[src/rtl/pio_link_host.sv]
// pio_link_host: initiator end of the 16-bit PIO change-detect word protocol.
// Streams 2^SIGNAL_SIZE_LOG samples to the device, one per ACK, then collects
// the same number of result words onto the m_* strobe interface.
// Build option: define PIO_SEP_ELIDE_EN to send a separator only between
// equal consecutive words instead of after every sample.
module pio_link_host #(
  parameter int SIGNAL_SIZE_LOG = 7,
  parameter int TIMEOUT_CYCLES  = 1024
) (
  input  logic        clk,
  input  logic        rst_n,
  input  logic        start,
  output logic        busy,
  output logic        done,
  output logic        err,
  input  logic        s_tvalid,
  output logic        s_tready,
  input  logic [15:0] s_tdata,
  output logic        m_tvalid,
  output logic [15:0] m_tdata,
  output logic [15:0] pio_out,
  input  logic [15:0] pio_in
);
  localparam logic [15:0] SEP   = 16'h8001;
  localparam logic [15:0] ZMARK = 16'h8000;
  localparam int          CW    = SIGNAL_SIZE_LOG + 1;
  localparam int          TW    = $clog2(TIMEOUT_CYCLES + 1);
  localparam logic [CW-1:0] BLK     = {1'b1, {SIGNAL_SIZE_LOG{1'b0}}};
  localparam logic [TW-1:0] TO_LAST = TW'(TIMEOUT_CYCLES - 1);

  // FIN is the extra cycle that turns the last result strobe into the done pulse
  typedef enum logic [2:0] {IDLE, LOAD, WAIT_W, WAIT_S, RECV, FIN} state_t;

  state_t        state, state_n;
  logic [15:0]   pio_n, mdat_n;
  logic          busy_n, done_n, err_n, mvld_n;
  logic [CW-1:0] sent_cnt, sent_n, rcv_cnt, rcv_n;
  logic [TW-1:0] to_cnt, to_n;
`ifdef PIO_SEP_ELIDE_EN
  logic [15:0]   pend, pend_n;
`endif

  logic          ack, word, to_hit;
  logic [15:0]   rm;
  logic [CW-1:0] sent_inc, rcv_inc;

  assign ack      = (pio_in == SEP);
  assign word     = (pio_in != 16'h0000) && !ack;
  assign rm       = (s_tdata == SEP) ? 16'h8002 : s_tdata;
  assign to_hit   = (to_cnt == TO_LAST);
  assign sent_inc = sent_cnt + 1'b1;
  assign rcv_inc  = rcv_cnt + 1'b1;

  // next-state and output decode; every wait state shares the same timeout abort
  always_comb begin
    state_n  = state;
    pio_n    = pio_out;
    busy_n   = busy;
    done_n   = 1'b0;
    err_n    = err;
    mvld_n   = 1'b0;
    mdat_n   = m_tdata;
    sent_n   = sent_cnt;
    rcv_n    = rcv_cnt;
    to_n     = to_cnt;
    s_tready = 1'b0;
`ifdef PIO_SEP_ELIDE_EN
    pend_n   = pend;
`endif
    case (state)
      IDLE: begin
        // a start landing on the done pulse belongs to the finished block
        if (start && !done) begin
          err_n   = 1'b0;
          busy_n  = 1'b1;
          sent_n  = '0;
          rcv_n   = '0;
          to_n    = '0;
          state_n = LOAD;
        end
      end
      LOAD: begin
        s_tready = 1'b1;
        if (s_tvalid) begin
          to_n = '0;
`ifdef PIO_SEP_ELIDE_EN
          // device only sees changes, so a repeat needs a separator first
          if (rm == pio_out) begin
            pend_n  = rm;
            pio_n   = SEP;
            state_n = WAIT_S;
          end else begin
            pio_n   = rm;
            state_n = WAIT_W;
          end
`else
          pio_n   = rm;
          state_n = WAIT_W;
`endif
        end
      end
      WAIT_W: begin
        if (ack) begin
          to_n   = '0;
          sent_n = sent_inc;
`ifdef PIO_SEP_ELIDE_EN
          state_n = (sent_inc == BLK) ? RECV : LOAD;
`else
          pio_n   = SEP;
          state_n = WAIT_S;
`endif
        end else if (to_hit) begin
          err_n   = 1'b1;
          busy_n  = 1'b0;
          state_n = IDLE;
        end else begin
          to_n = to_cnt + 1'b1;
        end
      end
      WAIT_S: begin
        if (ack) begin
          to_n = '0;
`ifdef PIO_SEP_ELIDE_EN
          pio_n   = pend;
          state_n = WAIT_W;
`else
          state_n = (sent_cnt == BLK) ? RECV : LOAD;
`endif
        end else if (to_hit) begin
          err_n   = 1'b1;
          busy_n  = 1'b0;
          state_n = IDLE;
        end else begin
          to_n = to_cnt + 1'b1;
        end
      end
      RECV: begin
        if (word) begin
          to_n   = '0;
          mvld_n = 1'b1;
          mdat_n = (pio_in == ZMARK) ? 16'h0000 : pio_in;
          rcv_n  = rcv_inc;
          if (rcv_inc == BLK) state_n = FIN;
        end else if (to_hit) begin
          err_n   = 1'b1;
          busy_n  = 1'b0;
          state_n = IDLE;
        end else begin
          to_n = to_cnt + 1'b1;
        end
      end
      FIN: begin
        done_n  = 1'b1;
        busy_n  = 1'b0;
        state_n = IDLE;
      end
      default: state_n = IDLE;
    endcase
  end

  // state and output registers; reset parks the link on the separator word
  always_ff @(posedge clk or negedge rst_n) begin
    if (!rst_n) begin
      state    <= IDLE;
      pio_out  <= SEP;
      busy     <= 1'b0;
      done     <= 1'b0;
      err      <= 1'b0;
      m_tvalid <= 1'b0;
      m_tdata  <= 16'h0000;
      sent_cnt <= '0;
      rcv_cnt  <= '0;
      to_cnt   <= '0;
`ifdef PIO_SEP_ELIDE_EN
      pend     <= 16'h0000;
`endif
    end else begin
      state    <= state_n;
      pio_out  <= pio_n;
      busy     <= busy_n;
      done     <= done_n;
      err      <= err_n;
      m_tvalid <= mvld_n;
      m_tdata  <= mdat_n;
      sent_cnt <= sent_n;
      rcv_cnt  <= rcv_n;
      to_cnt   <= to_n;
`ifdef PIO_SEP_ELIDE_EN
      pend     <= pend_n;
`endif
    end
  end
endmodule

[config.mk]
export PLATFORM = sky130hd
export DESIGN_NAME = pio_link_host
export DESIGN_NICKNAME = d
export VERILOG_FILES = /design/src/rtl/pio_link_host.sv
export SDC_FILE = /design/constraint.sdc
export NUM_CORES = 1
export LEC_CHECK = 0
export ABC_AREA = 1
export BUFFER_PORTS_ARGS = -buffer_cell sky130_fd_sc_hd__buf_2
export CELL_PAD_IN_SITES_DETAIL_PLACEMENT = 0
export CELL_PAD_IN_SITES_GLOBAL_PLACEMENT = 1
export CORE_MARGIN = 2
export CORE_UTILIZATION = 45
export CTS_BUF_LIST = sky130_fd_sc_hd__clkbuf_8
export DETAILED_ROUTE_END_ITERATION = 10
export GPL_ROUTABILITY_DRIVEN = 0
export GPL_TIMING_DRIVEN = 0
export MAX_ROUTING_LAYER = met4
export PLACE_DENSITY = 0.95
export SLEW_MARGIN = 10
export SYNTH_ARGS = -nofsm -noshare
export SYNTH_HDL_FRONTEND = slang
export SYNTH_SLANG_ARGS = --single-unit
[constraint.sdc]
create_clock -name clk -period 3.1 [get_ports clk]
set_input_delay 0.155 -clock clk [delete_from_list [all_inputs] [get_ports clk]]
set_output_delay 0.155 -clock clk [all_outputs]
set_load 0.005 [all_outputs]
Word level (Yosys, flattened, before mapping)
Cells that the tools add are included.
{"block": "totals", "ff_bits": 66, "inputBits": 36, "wordCells": 91, "out_inout_bits": 37}
{"block": "classes", "mux": 39, "n_eq_ne": 18, "n_reduce_logical": 21, "addsub": 3}
{"op": "$mux 16", "count": 4}
{"op": "$mux 11", "count": 5}
{"op": "$eq 16x16->1 const B", "count": 3}
{"op": "$pmux 11 s4", "count": 1}
{"op": "$pmux 16 s2", "count": 1}
{"op": "$pmux 8 s2", "count": 2}
{"op": "$mux 3", "count": 8}
{"op": "$mux 8", "count": 3}
{"op": "$add 8x1->8 const B", "count": 2}
{"op": "$eq 8x8->1 const B", "count": 2}
{"op": "$reduce_bool 16->1", "count": 1}
{"op": "$pmux 3 s5", "count": 1}
{"op": "$reduce_and 3->1", "count": 5}
{"op": "$mux 1", "count": 12}
{"op": "$ne 2x2->1 const B", "count": 6}
{"op": "$add 11x1->11 const B", "count": 1}
{"op": "$eq 11x10->1 const B", "count": 1}
{"op": "$reduce_and 4->1", "count": 2}
{"op": "$reduce_bool 4->1", "count": 2}
{"op": "$eq 3x2->1 const B", "count": 2}
{"op": "$eq 3x3->1 const B", "count": 2}
{"op": "$reduce_bool 2->1", "count": 3}
{"op": "$pmux 1 s4", "count": 1}
{"op": "$eq 3x1->1 const B", "count": 1}
{"op": "8 further kinds", "count": 10}

Longest topological paths before layout
Gate-level depths: netlist (run 1).
{"block": "logic_depth", "ltp_word": 5, "ltp_mapped": 11, "ltp_nobuf": 11}

Least setup slack after synthesis (run 1)
OpenSTA, ideal clock, no wires.
{"block": "synth_path", "path_type": "reg2reg", "start": "register to_cnt[0]", "end": "register to_cnt[1]", "setup_slack_ns": 1.502, "stages_incl_launch_ff": 8, "n_path_buf": 1, "arrival_ns": 1.467, "required_ns": 2.969, "synth_period_minus_slack_ns": 1.598, "setup_ns": 0.131, "path_cell_list": "dfrtp_1 ha_1 nand3_2 nor2_4 nand3_2 buf_2 o2111ai_1 nand3_1"}
{"block": "synth_between", "elab_chain_cells": 4}
{"element": "start, declared", "line_no": "38", "text": "logic [TW-1:0] to_cnt, to_n;"}
{"element": "start signal, assigned", "line_no": "187", "text": "to_cnt <= to_n;"}
{"element": "$add 11x1->11 / $eq 11x10->1 (equally long branches)"}
{"element": "$mux 11 (*)", "line_no": "112, 129, 144"}
{"element": "$mux 11 (on tied branches)", "line_no": "138, 103"}
{"element": "$pmux 11 s4 (*)", "line_no": "70", "text": "case (state)"}
Every way passes the cells marked *; elsewhere a longest branch is shown, timed or not.
A chain may end at the register's enable or synchronous reset.

Worst setup path after layout (run 1)
Ends and elaborated chain as after synthesis.

==> reports/qor.csv, run 1 <==
stage,metric,value,unit
yosys,Yosys top cell area share,42.7,%
yosys,post-synthesis cell count,487,
clocking,clock slew at reported path FFs,0.07,ns
worst_setup_path,Crit path top cell by count,nand3_2,
worst_setup_path,CP max stage cell,dfrtp_1,
routing,DR pass1 iterations,4,
routing,"antenna viol nets, final",0,
grt,first-pass GRT wire length,14600,um
layout,net count reported at finish,613,
routing,Routed WL per cell,12.6,um
clocking,cts bufs inserted,9,
layout,final core area utilization,55.2,%
clocking,Hold Buf Count CTS,1,
clocking,root buffer cell,clkbuf_8,
yosys,Synth Warn #,0,
clocking,CTS tree,yes,
yosys,Synth area leader,dfrtp_1,
timing,final-report hold violation count,0,
die,die area,9080,um^2
timing,max_slew headroom,66.3,%
clocking,clk buf depth,2,
worst_setup_path,CP max stage delay,0.47,ns
timing,fin crit share,61.9,%
worst_setup_path,critical path startpoint category,register,
layout,area grow syn2layout,19.6,%
clocking,"Clk Latency, worst-skew pair",0.34,ns
die,Core Rows,33,
place,IO buf count,72,
pwr,Pleak,0.00233,uW
routing,DR vias,3438,
worst_setup_path,crit-path cells,ha_1 -> nand3_2 -> nor2_4 -> nand3_2 -> buf_2 -> o2111ai_1 -> nand3_1,
clocking,clk sinks,66,
timing,endpoints failing setup,0,
worst_setup_path,Worst Path Required,3.32,ns
layout,"commonest non-fill, non-tap cells in the layout","nand2_1, buf_2, dfrtp_1, nand3_1, nor2_1",
layout,Fillers,785,
pwr,power per cell area,600,nW/um^2
clocking,CTS resizes,0,
timing,Post-Route Skew,0.0103,ns
routing,vias per cell,5.04,
timing,RSZ-0062 raised after global routing,false,
grt,pin count of the biggest net entering global routing,43,
yosys,synthesized cell area,3750,um^2
layout,"most common cell after layout, fill and taps aside",nand2_1,
grt,antenna violations before repair,0,
timing,FMAX,521,MHz
yosys,Yosys cell types,37,
pwr,maximum VDD drop,0.347,mV
yosys,post-synthesis average cell area,7.71,um^2
hold_path,Worst Hold Class,in -> reg,
timing,setup tns final,0,ns
clocking,Post-CTS Setup Bufs,0,
layout,layout cells sized above 1,26.2,%
timing,Slew Limit Fails,0,
flow_run,Max-cap violations,0,
yosys,syn nets,528,
outcome,outcome,completed,
die,Die Height,95.3,um
layout,non-filler instance count after layout,682,
yosys,sequential fraction of the synthesis area,44.1,%
routing,Post-Route WL,8620,um
grt,Total GRT Usage,20.9,%
layout,antenna cells,0,
die,Ports,73,
worst_setup_path,Worst EP arrival,2.14,ns
yosys,largest cells by area after synthesis,"dfrtp_1, nand2_1, nand3_1, nor2_1, inv_1",
worst_setup_path,worst setup path class,reg -> reg,
die,Core ar.,8130,um^2
yosys,synthesized flop and latch total,66,
grt,Overflow after GRT,0,
worst_setup_path,CP Max Fanout,10,
place,hpwl dp,6300,um
die,die width,95.3,um
timing,Slew @ Worst Pin,0.506,ns
clocking,CTS HTree Levels,3,
routing,Iteration-0 DRC Markers,162,
worst_setup_path,Setup crit end kind,register,
timing,Tmin final,1.92,ns
die,initial core utilization,46.1,%
routing,DRC viols,0,
grt,vias in the first global route,3185,
place,Inst Count DP,665,
## worst paths after layout
path / from / to / slack [ns] / depth (start not counted)
max in group asynchronous: rst_n / pio_out[15]$_DFFE_PN1P_ / 2.25 / 3
worst min register to register: m_tdata[7]$_DFFE_PN0P_ / m_tdata[7]$_DFFE_PN0P_ / 0.47 / 2
worst max register to register: to_cnt[0]$_DFFE_PN0P_ / to_cnt[1]$_DFFE_PN0P_ / 1.18 / 7
worst min-delay path: pio_in[12] / m_tdata[12]$_DFFE_PN0P_ / 0.02 / 3
worst max-delay path: to_cnt[0]$_DFFE_PN0P_ / to_cnt[1]$_DFFE_PN0P_ / 1.18 / 7
min in group asynchronous: rst_n / rcv_cnt[4]$_DFFE_PN0P_ / 0.28 / 2
## critical path: cells and delay by family (launching register included)
kind                       cells  cell delay (ns)
AOI/OAI and AO/OA              1             0.19
DFF                            1             0.47
buffers and inverters          1             0.27
adders and majority gates      1             0.25
and+or+nand+nor                4             0.61
## sequential cells by signal (all words and copies together) (netlist names)
signal    count
rcv_cnt       8
to_cnt       11
pio_out      16
busy          1
m_tdata      16
done          1
m_tvalid      1
sent_cnt      8
state         3
err           1
## stage by stage
stage               setup slack, ns  hold slack (ns)  total power (uW)  area [um^2]
detailed placement             1.19           0.0912              1980         4270
global route                  0.944           0.0176              2900         4490
floorplan                      1.50           -0.141              1690         3750
CTS                            1.18          0.00796              2730         4490
global placement               1.25            0.365              1950         4240
finish                         1.18           0.0208              2690         4490
## logic make-up (layout without fill, tap and decap cells)
group	after synthesis	in the layout	synth area share (%)
AOI/OAI and AO/OA	51	51	9.17
xor gates and xnor gates	8	8	1.87
adders and majority gates	5	5	1.67
buffers and inverters	56	146	7.10
DFF	66	66	44.1
and+or+nand+nor	301	301	36.1
## area by class of cell
class	count	area [um^2]	share of cell area (%)
Multi-Input combinational cell	365	1830	40.8
Tap cell	105	131	2.93
Sequential cell	66	1650	36.9
Clock buffer	11	151	3.37
Timing Repair Buffer	74	400	8.92
Clock inverter	5	52.6	1.17
Buffer	14	106	2.37
Inverter	42	160	3.57
## Yosys cell counts, drive strengths merged
library cell and instances:
buf 11, xnor2 2, xor2 6, nor2 44, nand2 186, o2111ai 2, o21ai 33, o211ai 3
dfrtp 64, nand4 12, o31ai 1, nor3 4, nor4 3, or2 3, clkbuf 3, dfstp 2
a21oi 12, ha 5, inv 42, nand3 49
## where the power goes
group          internal, uW  total, uW  switching, uW
sequential             1050       1210            158
clock                   411        737            326
combinational           297        744            447
## layer usage
metal	vias to the layer above	track usage, %	share of wire, %
met2	89	32.9	46
met4	0	4.23	0.56
met1	1598	27.7	47
li1	1745	-	-
met3	6	5.06	5.9
met5	-	-	0
Note: power is estimated with default switching activity, not from simulation.
==> run 2, diff against run 1 <==
--- a/config.mk
+++ b/config.mk
@@ -10,13 +10,13 @@
 export CELL_PAD_IN_SITES_DETAIL_PLACEMENT = 0
 export CELL_PAD_IN_SITES_GLOBAL_PLACEMENT = 1
 export CORE_MARGIN = 2
-export CORE_UTILIZATION = 45
+export CORE_UTILIZATION = 42
 export CTS_BUF_LIST = sky130_fd_sc_hd__clkbuf_8
 export DETAILED_ROUTE_END_ITERATION = 10
 export GPL_ROUTABILITY_DRIVEN = 0
 export GPL_TIMING_DRIVEN = 0
 export MAX_ROUTING_LAYER = met4
-export PLACE_DENSITY = 0.95
+export PLACE_DENSITY = 0.92
 export SLEW_MARGIN = 10
 export SYNTH_ARGS = -nofsm -noshare
 export SYNTH_HDL_FRONTEND = slang
==> constraint.sdc (replaced) <==
create_clock -name clk -period 1.9 [get_ports clk]
set_input_delay 0.095 -clock clk [delete_from_list [all_inputs] [get_ports clk]]
set_output_delay 0.095 -clock clk [all_outputs]
set_load 0.005 [all_outputs]
==> run 2 against run 1 <==
Compared with the run above:
- non-clock buffer count grew 16
- clock skew shrank 0.0035 ns
- sequential share of layout area shrank 1.4 points
- highest routed layer unchanged
==> reports/qor.csv, run 2 (same netlist as run 1, synthesis figures left out) <==
stage,metric,value,unit,change
die,Core Rows,34,,was 33
flow_run,Max-cap violations,0,,unchanged
die,Die Height,98.5,um,was 95.3 um
clocking,clk sinks,66,,unchanged
grt,Overflow after GRT,0,,unchanged
clocking,CTS tree,yes,,unchanged
pwr,Design Power,4530,uW,was 2690 uW
die,Core ar.,8680,um^2,was 8130 um^2
layout,biggest registers after layout,"m_tdata x16, pio_out x16, to_cnt x11",,unchanged
clocking,CTS HTree Levels,3,,unchanged
grt,vias in the first global route,3374,,was 3185
clocking,clk buf depth,2,,unchanged
timing,Slew @ Worst Pin,0.519,ns,was 0.506 ns
routing,vias per cell,5.03,,was 5.04
worst_setup_path,Worst Path Required,2.12,ns,was 3.32 ns
clocking,root buffer cell,clkbuf_8,,unchanged
timing,Post-Route Skew,0.00688,ns,was 0.0103 ns
worst_setup_path,worst setup path class,reg -> reg,,unchanged
outcome,outcome,completed,,unchanged
worst_setup_path,Worst EP arrival,1.98,ns,was 2.14 ns
layout,"commonest non-fill, non-tap cells in the layout","nand2_1, buf_2, dfrtp_1, nand3_1, nor2_1",,unchanged
routing,DR vias,3527,,was 3438
hold_path,hold endpoint,pio_out[13]$_DFFE_PN0P_,,was m_tdata[12]$_DFFE_PN0P_
pwr,maximum VDD drop,0.508,mV,was 0.347 mV
hold_path,hold_sp,s_tdata[13],,was pio_in[12]
routing,DRC viols,0,,unchanged
layout,net count reported at finish,629,,was 613
layout,layout cells sized above 1,26.0,%,was 26.2%
worst_setup_path,r2r setup slk,0.14,ns,was 1.18 ns
routing,Post-Route WL,8940,um,was 8620 um
timing,Tmin final,1.76,ns,was 1.92 ns
die,die width,98.5,um,was 95.3 um
routing,Routed WL per cell,12.7,um,was 12.6 um
hold_path,worst hold stages,3,,unchanged
layout,non-filler instance count after layout,701,,was 682
clocking,"Clk Latency, worst-skew pair",0.34,ns,about the same
timing,max_slew headroom,65.4,%,was 66.3%
routing,Iteration-0 DRC Markers,135,,was 162
pwr,Pleak,0.00240,uW,was 0.00233 uW
timing,fin crit share,92.5,%,was 61.9%
place,pre-CTS setup slack,0.0279,ns,was 1.19 ns
timing,final-report hold violation count,0,,unchanged
layout,antenna cells,0,,unchanged
clocking,clock slew at reported path FFs,0.07,ns,about the same
routing,DR pass1 iterations,5,,was 4
worst_setup_path,R2R depth,7,,unchanged
grt,pin count of the biggest net entering global routing,42,,was 43
grt,Total GRT Usage,19.7,%,was 20.9%
die,initial core utilization,43.2,%,was 46.1%
clocking,Post-CTS Setup Bufs,0,,unchanged
place,Inst Count DP,668,,was 665
timing,endpoints failing setup,0,,unchanged
hold_path,Worst Hold Class,in -> reg,,unchanged
timing,Slew Limit Fails,0,,unchanged
routing,"antenna viol nets, final",0,,unchanged
layout,Fillers,844,,was 785
layout,final core area utilization,53.9,%,was 55.2%
layout,area grow syn2layout,24.6,%,was 19.6%
place,IO buf count,72,,unchanged
worst_setup_path,Setup crit end kind,register,,unchanged
die,Ports,73,,unchanged
timing,final setup margin,0.142,ns,was 1.18 ns
worst_setup_path,Reg-to-Reg End,to_cnt[1]$_DFFE_PN0P_,,unchanged
worst_setup_path,CP Max Fanout,10,,unchanged
pwr,power per cell area,968,nW/um^2,was 600 nW/um^2
layout,"most common cell after layout, fill and taps aside",nand2_1,,unchanged
grt,first-pass GRT wire length,15400,um,was 14600 um
worst_setup_path,critical path startpoint category,register,,unchanged
die,die area,9710,um^2,was 9080 um^2
timing,FMAX,569,MHz,was 521 MHz
grt,antenna violations before repair,0,,unchanged
place,hpwl dp,6360,um,was 6300 um
clocking,cts bufs inserted,9,,unchanged
worst_setup_path,R2R Path Start,to_cnt[0]$_DFFE_PN0P_,,unchanged
## run 2: worst max path at each step
stage                          start                     to  slack (ns)  cells after the start
2_1_floorplan  to_cnt[0]$_DFFE_PN0P_  to_cnt[1]$_DFFE_PN0P_        0.30                      7
3_3_place_gp   to_cnt[0]$_DFFE_PN0P_  to_cnt[1]$_DFFE_PN0P_        0.07                      7
3_5_place_dp   to_cnt[0]$_DFFE_PN0P_  to_cnt[1]$_DFFE_PN0P_        0.03                      7
4_1_cts        to_cnt[0]$_DFFE_PN0P_  to_cnt[1]$_DFFE_PN0P_        0.02                      7
5_1_grt        to_cnt[0]$_DFFE_PN0P_  to_cnt[1]$_DFFE_PN0P_       -0.01                      7
6_report       to_cnt[0]$_DFFE_PN0P_  to_cnt[1]$_DFFE_PN0P_        0.14                      7
## run 2: cell type report
cell class | instances | area (um^2) | share of cell area (%)
tap | 108 | 135 | 2.89
buffer | 14 | 106 | 2.28
inverter | 42 | 160 | 3.43
multi-input combinational | 365 | 1840 | 39.5
clock inverter | 6 | 81.3 | 1.74
sequential | 66 | 1660 | 35.4
timing repair buffer | 90 | 553 | 11.8
clock buffer | 10 | 138 | 2.94
## run 2: what timing repair did
action,in CTS,in global routing
setup endpoints to repair,0,15
hold endpoints to repair,41,0
gates resized for setup,0,5
hold buffers,17,0
## run 2: through the flow
| step | TNS [ns] | hold slack, ns | area [um^2] |
|---|---|---|---|
| 2_1_floorplan | 0 | -0.201 | 3750 |
| 3_3_place_gp | 0 | 0.303 | 4250 |
| 3_5_place_dp | 0 | 0.0287 | 4270 |
| 4_1_cts | 0 | 0.00366 | 4660 |
| 5_1_grt | -0.0110 | 0.00738 | 4670 |
| 6_report | 0 | 0.0247 | 4670 |
## run 2: routing by layer
layer  global-route usage [%]  part of all wire (%)  vias up
met1                     25.2                    46     1641
met4                     4.64                  0.78        0
li1                         -                     -     1776
met3                     5.25                   5.7        6
met2                     31.7                    48      104
met5                        -                     0        -
## run 2: where the power goes
part / internal, uW / switching (uW) / total [uW]
Clock: 765 / 540 / 1310
Sequential: 1720 / 259 / 1980
Combinational: 507 / 735 / 1240
Total: 2990 / 1530 / 4530
## run 2: critical path, stage by stage (launching register included)
cell       delay, ns
dfrtp_2         0.43
ha_2            0.22
nand3_2         0.12
nor2_4          0.19
nand3_4         0.16
buf_2           0.23
o2111ai_1       0.20
nand3_1         0.10
==> run 3, diff against run 2 <==
--- a/config.mk
+++ b/config.mk
@@ -17,6 +17,7 @@
 export GPL_TIMING_DRIVEN = 0
 export MAX_ROUTING_LAYER = met4
 export PLACE_DENSITY = 0.92
+export RECOVER_POWER = 100
 export SLEW_MARGIN = 10
 export SYNTH_ARGS = -nofsm -noshare
 export SYNTH_HDL_FRONTEND = slang
==> run 3 against run 2 <==
Compared with the run above:
- register-to-register slack about the same
- largest power group unchanged
- largest cell class unchanged
- critical path type is now in -> reg
- hold slack got worse by 0.0020 ns
- flip-flop and latch count unchanged
- critical path depth increased by 4
- combinational power about the same
- power decreased by 0.56%
- fmax decreased by 0.14%
- clock power about the same
- sequential power about the same
- first-iteration DRC count increased by 4.4%
- worst setup slack got worse by 0.0025 ns
- critical endpoint is now pio_out[11]$_DFFE_PN0P_
==> reports/qor.csv, run 3 (same netlist as run 1, synthesis figures left out) <==
stage,metric,value,unit,change
worst_setup_path,Setup crit end kind,register,,unchanged
routing,DRC viols,0,,unchanged
timing,final-report hold violation count,0,,unchanged
clocking,clock slew at reported path FFs,0.07,ns,about the same
routing,DR vias,3522,,was 3527
die,die width,98.5,um,unchanged
grt,most used routing layer,met2,,unchanged
layout,antenna cells,0,,unchanged
clocking,clk sinks,66,,unchanged
pwr,Pleak,0.00234,uW,was 0.00240 uW
clocking,"Clk Latency, worst-skew pair",0.34,ns,about the same
pwr,Logic pwr share,27.1,%,was 27.4%
worst_setup_path,Worst EP arrival,2.00,ns,was 1.98 ns
timing,Post-Route Skew,0.00686,ns,was 0.00688 ns
clocking,CTS tree,yes,,unchanged
worst_setup_path,CP Max Fanout,10,,unchanged
grt,first-pass GRT wire length,15400,um,unchanged
routing,vias per cell,5.02,,was 5.03
place,pre-CTS setup slack,0.0279,ns,unchanged
pwr,maximum VDD drop,0.507,mV,was 0.508 mV
grt,M2 GR Usage,31.7,%,unchanged
grt,met3 Use GR,5.25,%,unchanged
pwr,clock power share,29.0,%,was 28.9%
outcome,outcome,completed,,unchanged
grt,grt met1 use,25.2,%,unchanged
worst_setup_path,crit-path cells,dlygate4sd3_1 -> clkbuf_1 -> nor2_1 -> nand2_1 -> nor2_1 -> nand3_2 -> nand2_1 -> nand2_4 -> clkbuf_4 -> nand2_1 -> o21ai_2,,was ha_2 -> nand3_2 -> nor2_4 -> nand3_4 -> buf_2 -> o2111ai_1 -> nand3_1
grt,vias in the first global route,3374,,unchanged
place,IO buf count,72,,unchanged
grt,Overflow after GRT,0,,unchanged
clocking,clk buf depth,2,,unchanged
grt,Total GRT Usage,19.7,%,unchanged
routing,Iteration-0 DRC Markers,141,,was 135
layout,"commonest non-fill, non-tap cells in the layout","nand2_1, buf_2, dfrtp_1, nand3_1, inv_1",,"was nand2_1, buf_2, dfrtp_1, nand3_1, nor2_1"
layout,layout cells sized above 1,21.8,%,was 26.0%
layout,final core area utilization,53.3,%,was 53.9%
pwr,Sw Pwr,1530,uW,about the same
worst_setup_path,CP max stage cell,dlygate4sd3_1,,was dfrtp_2
layout,area grow syn2layout,23.3,%,was 24.6%
place,hpwl dp,6360,um,unchanged
pwr,sequential power share,43.9,%,was 43.7%
clocking,cts bufs inserted,9,,unchanged
grt,pin count of the biggest net entering global routing,42,,unchanged
routing,DR pass1 iterations,4,,was 5
die,Core Rows,34,,unchanged
worst_setup_path,CP bufs+invs,3,,was 1
timing,Slew Limit Fails,0,,unchanged
routing,Post-Route WL,8970,um,was 8940 um
die,die area,9710,um^2,unchanged
layout,biggest registers after layout,"m_tdata x16, pio_out x16, to_cnt x11",,unchanged
pwr,Int Pwr,2970,uW,was 2990 uW
timing,FMAX,568,MHz,was 569 MHz
grt,antenna violations before repair,0,,unchanged
layout,"most common cell after layout, fill and taps aside",nand2_1,,unchanged
worst_setup_path,critical path startpoint category,input pin,,was register
hold_path,Worst Hold Class,in -> reg,,unchanged
die,Core ar.,8680,um^2,unchanged
timing,final setup margin,0.140,ns,was 0.142 ns
timing,Slew @ Worst Pin,0.512,ns,was 0.519 ns
worst_setup_path,Worst Path Required,2.14,ns,was 2.12 ns
clocking,CTS HTree Levels,3,,unchanged
worst_setup_path,"CP delay by family, top",simple AND/OR/NAND/NOR gates,,unchanged
die,Ports,73,,unchanged
die,initial core utilization,43.2,%,unchanged
clocking,Post-CTS Setup Bufs,0,,unchanged
worst_setup_path,worst setup path class,in -> reg,,was reg -> reg
timing,setup tns final,0,ns,unchanged
worst_setup_path,Crit path top cell by count,nand2_1,,
pwr,switching share of power,34.1,%,was 33.9%
timing,max_slew headroom,65.9,%,was 65.4%
worst_setup_path,CP max stage delay,0.54,ns,was 0.43 ns
flow_run,Max-cap violations,0,,unchanged
die,Die Height,98.5,um,unchanged
timing,endpoints failing setup,0,,unchanged
routing,Routed WL per cell,12.8,um,was 12.7 um
routing,"antenna viol nets, final",0,,unchanged
clocking,root buffer cell,clkbuf_8,,unchanged
pwr,power per cell area,973,nW/um^2,was 968 nW/um^2
timing,Tmin final,1.76,ns,about the same
timing,fin crit share,92.6,%,was 92.5%
layout,net count reported at finish,629,,unchanged
-- run 3: power by group through the flow --
stage | Combinational [uW] | Clock [uW] | Sequential [uW]
CTS | 1250 | 1360 | 1980
finish | 1220 | 1310 | 1980
detailed placement | 1230 | 0 | 2000
global route | 1420 | 1400 | 2030
floorplan | 782 | 0 | 1970
global placement | 1190 | 0 | 1990
-- run 3: metal layers --
| metal | wire, um | vias up |
|---|---|---|
| met5 | 0 | - |
| met4 | 75 | 0 |
| met3 | 501 | 8 |
| met2 | 4270 | 106 |
| met1 | 4120 | 1633 |
| li1 | - | 1775 |
-- run 3: final cells by class --
type	instances	area (um^2)
multi-input combinational	365	1830
clock inverter	6	81.3
fill	855	4050
tap	108	135
inverter	42	160
buffer	14	92.6
timing repair buffer	90	534
clock buffer	10	138
sequential	66	1660
-- run 3: worst register-to-register path: cells and delay by family, from the launching register on --
kind / cells / cell delay, ns
DFF: 1 / 0.43
and+or+nand+nor: 4 / 0.56
AOI/OAI and AO/OA: 1 / 0.20
adders and majority gates: 1 / 0.22
buffers and inverters: 1 / 0.23
-- run 3: final timing paths --
kind | startpoint | to | slack [ns] | cells past startpoint
worst max-delay path | pio_in[13] | pio_out[11]$_DFFE_PN0P_ | 0.14 | 11
worst min register to register | m_tdata[7]$_DFFE_PN0P_ | m_tdata[7]$_DFFE_PN0P_ | 0.48 | 2
worst min-delay path | s_tdata[14] | pio_out[14]$_DFFE_PN0P_ | 0.02 | 3
worst max register to register | to_cnt[0]$_DFFE_PN0P_ | to_cnt[1]$_DFFE_PN0P_ | 0.15 | 7
max in group asynchronous | rst_n | pio_out[15]$_DFFE_PN1P_ | 1.10 | 3
min in group asynchronous | rst_n | rcv_cnt[6]$_DFFE_PN0P_ | 0.21 | 2
-- run 3: through the flow --
stage / area, um^2 / hold WS, ns / std cells / total power [uW]
floorplan: 3750 / -0.201 / 487 / 2760
global placement: 4250 / 0.303 / 667 / 3180
detailed placement: 4270 / 0.0287 / 668 / 3230
CTS: 4660 / 0.00366 / 701 / 4590
global route: 4630 / 0.00738 / 701 / 4840
finish: 4630 / 0.0227 / 701 / 4500
-- run 3: repair_timing --
item	CTS	global route
hold buffers	17	0
endpoints found under the hold margin	41	0
resized for setup	0	5
endpoints found under the setup margin	0	15
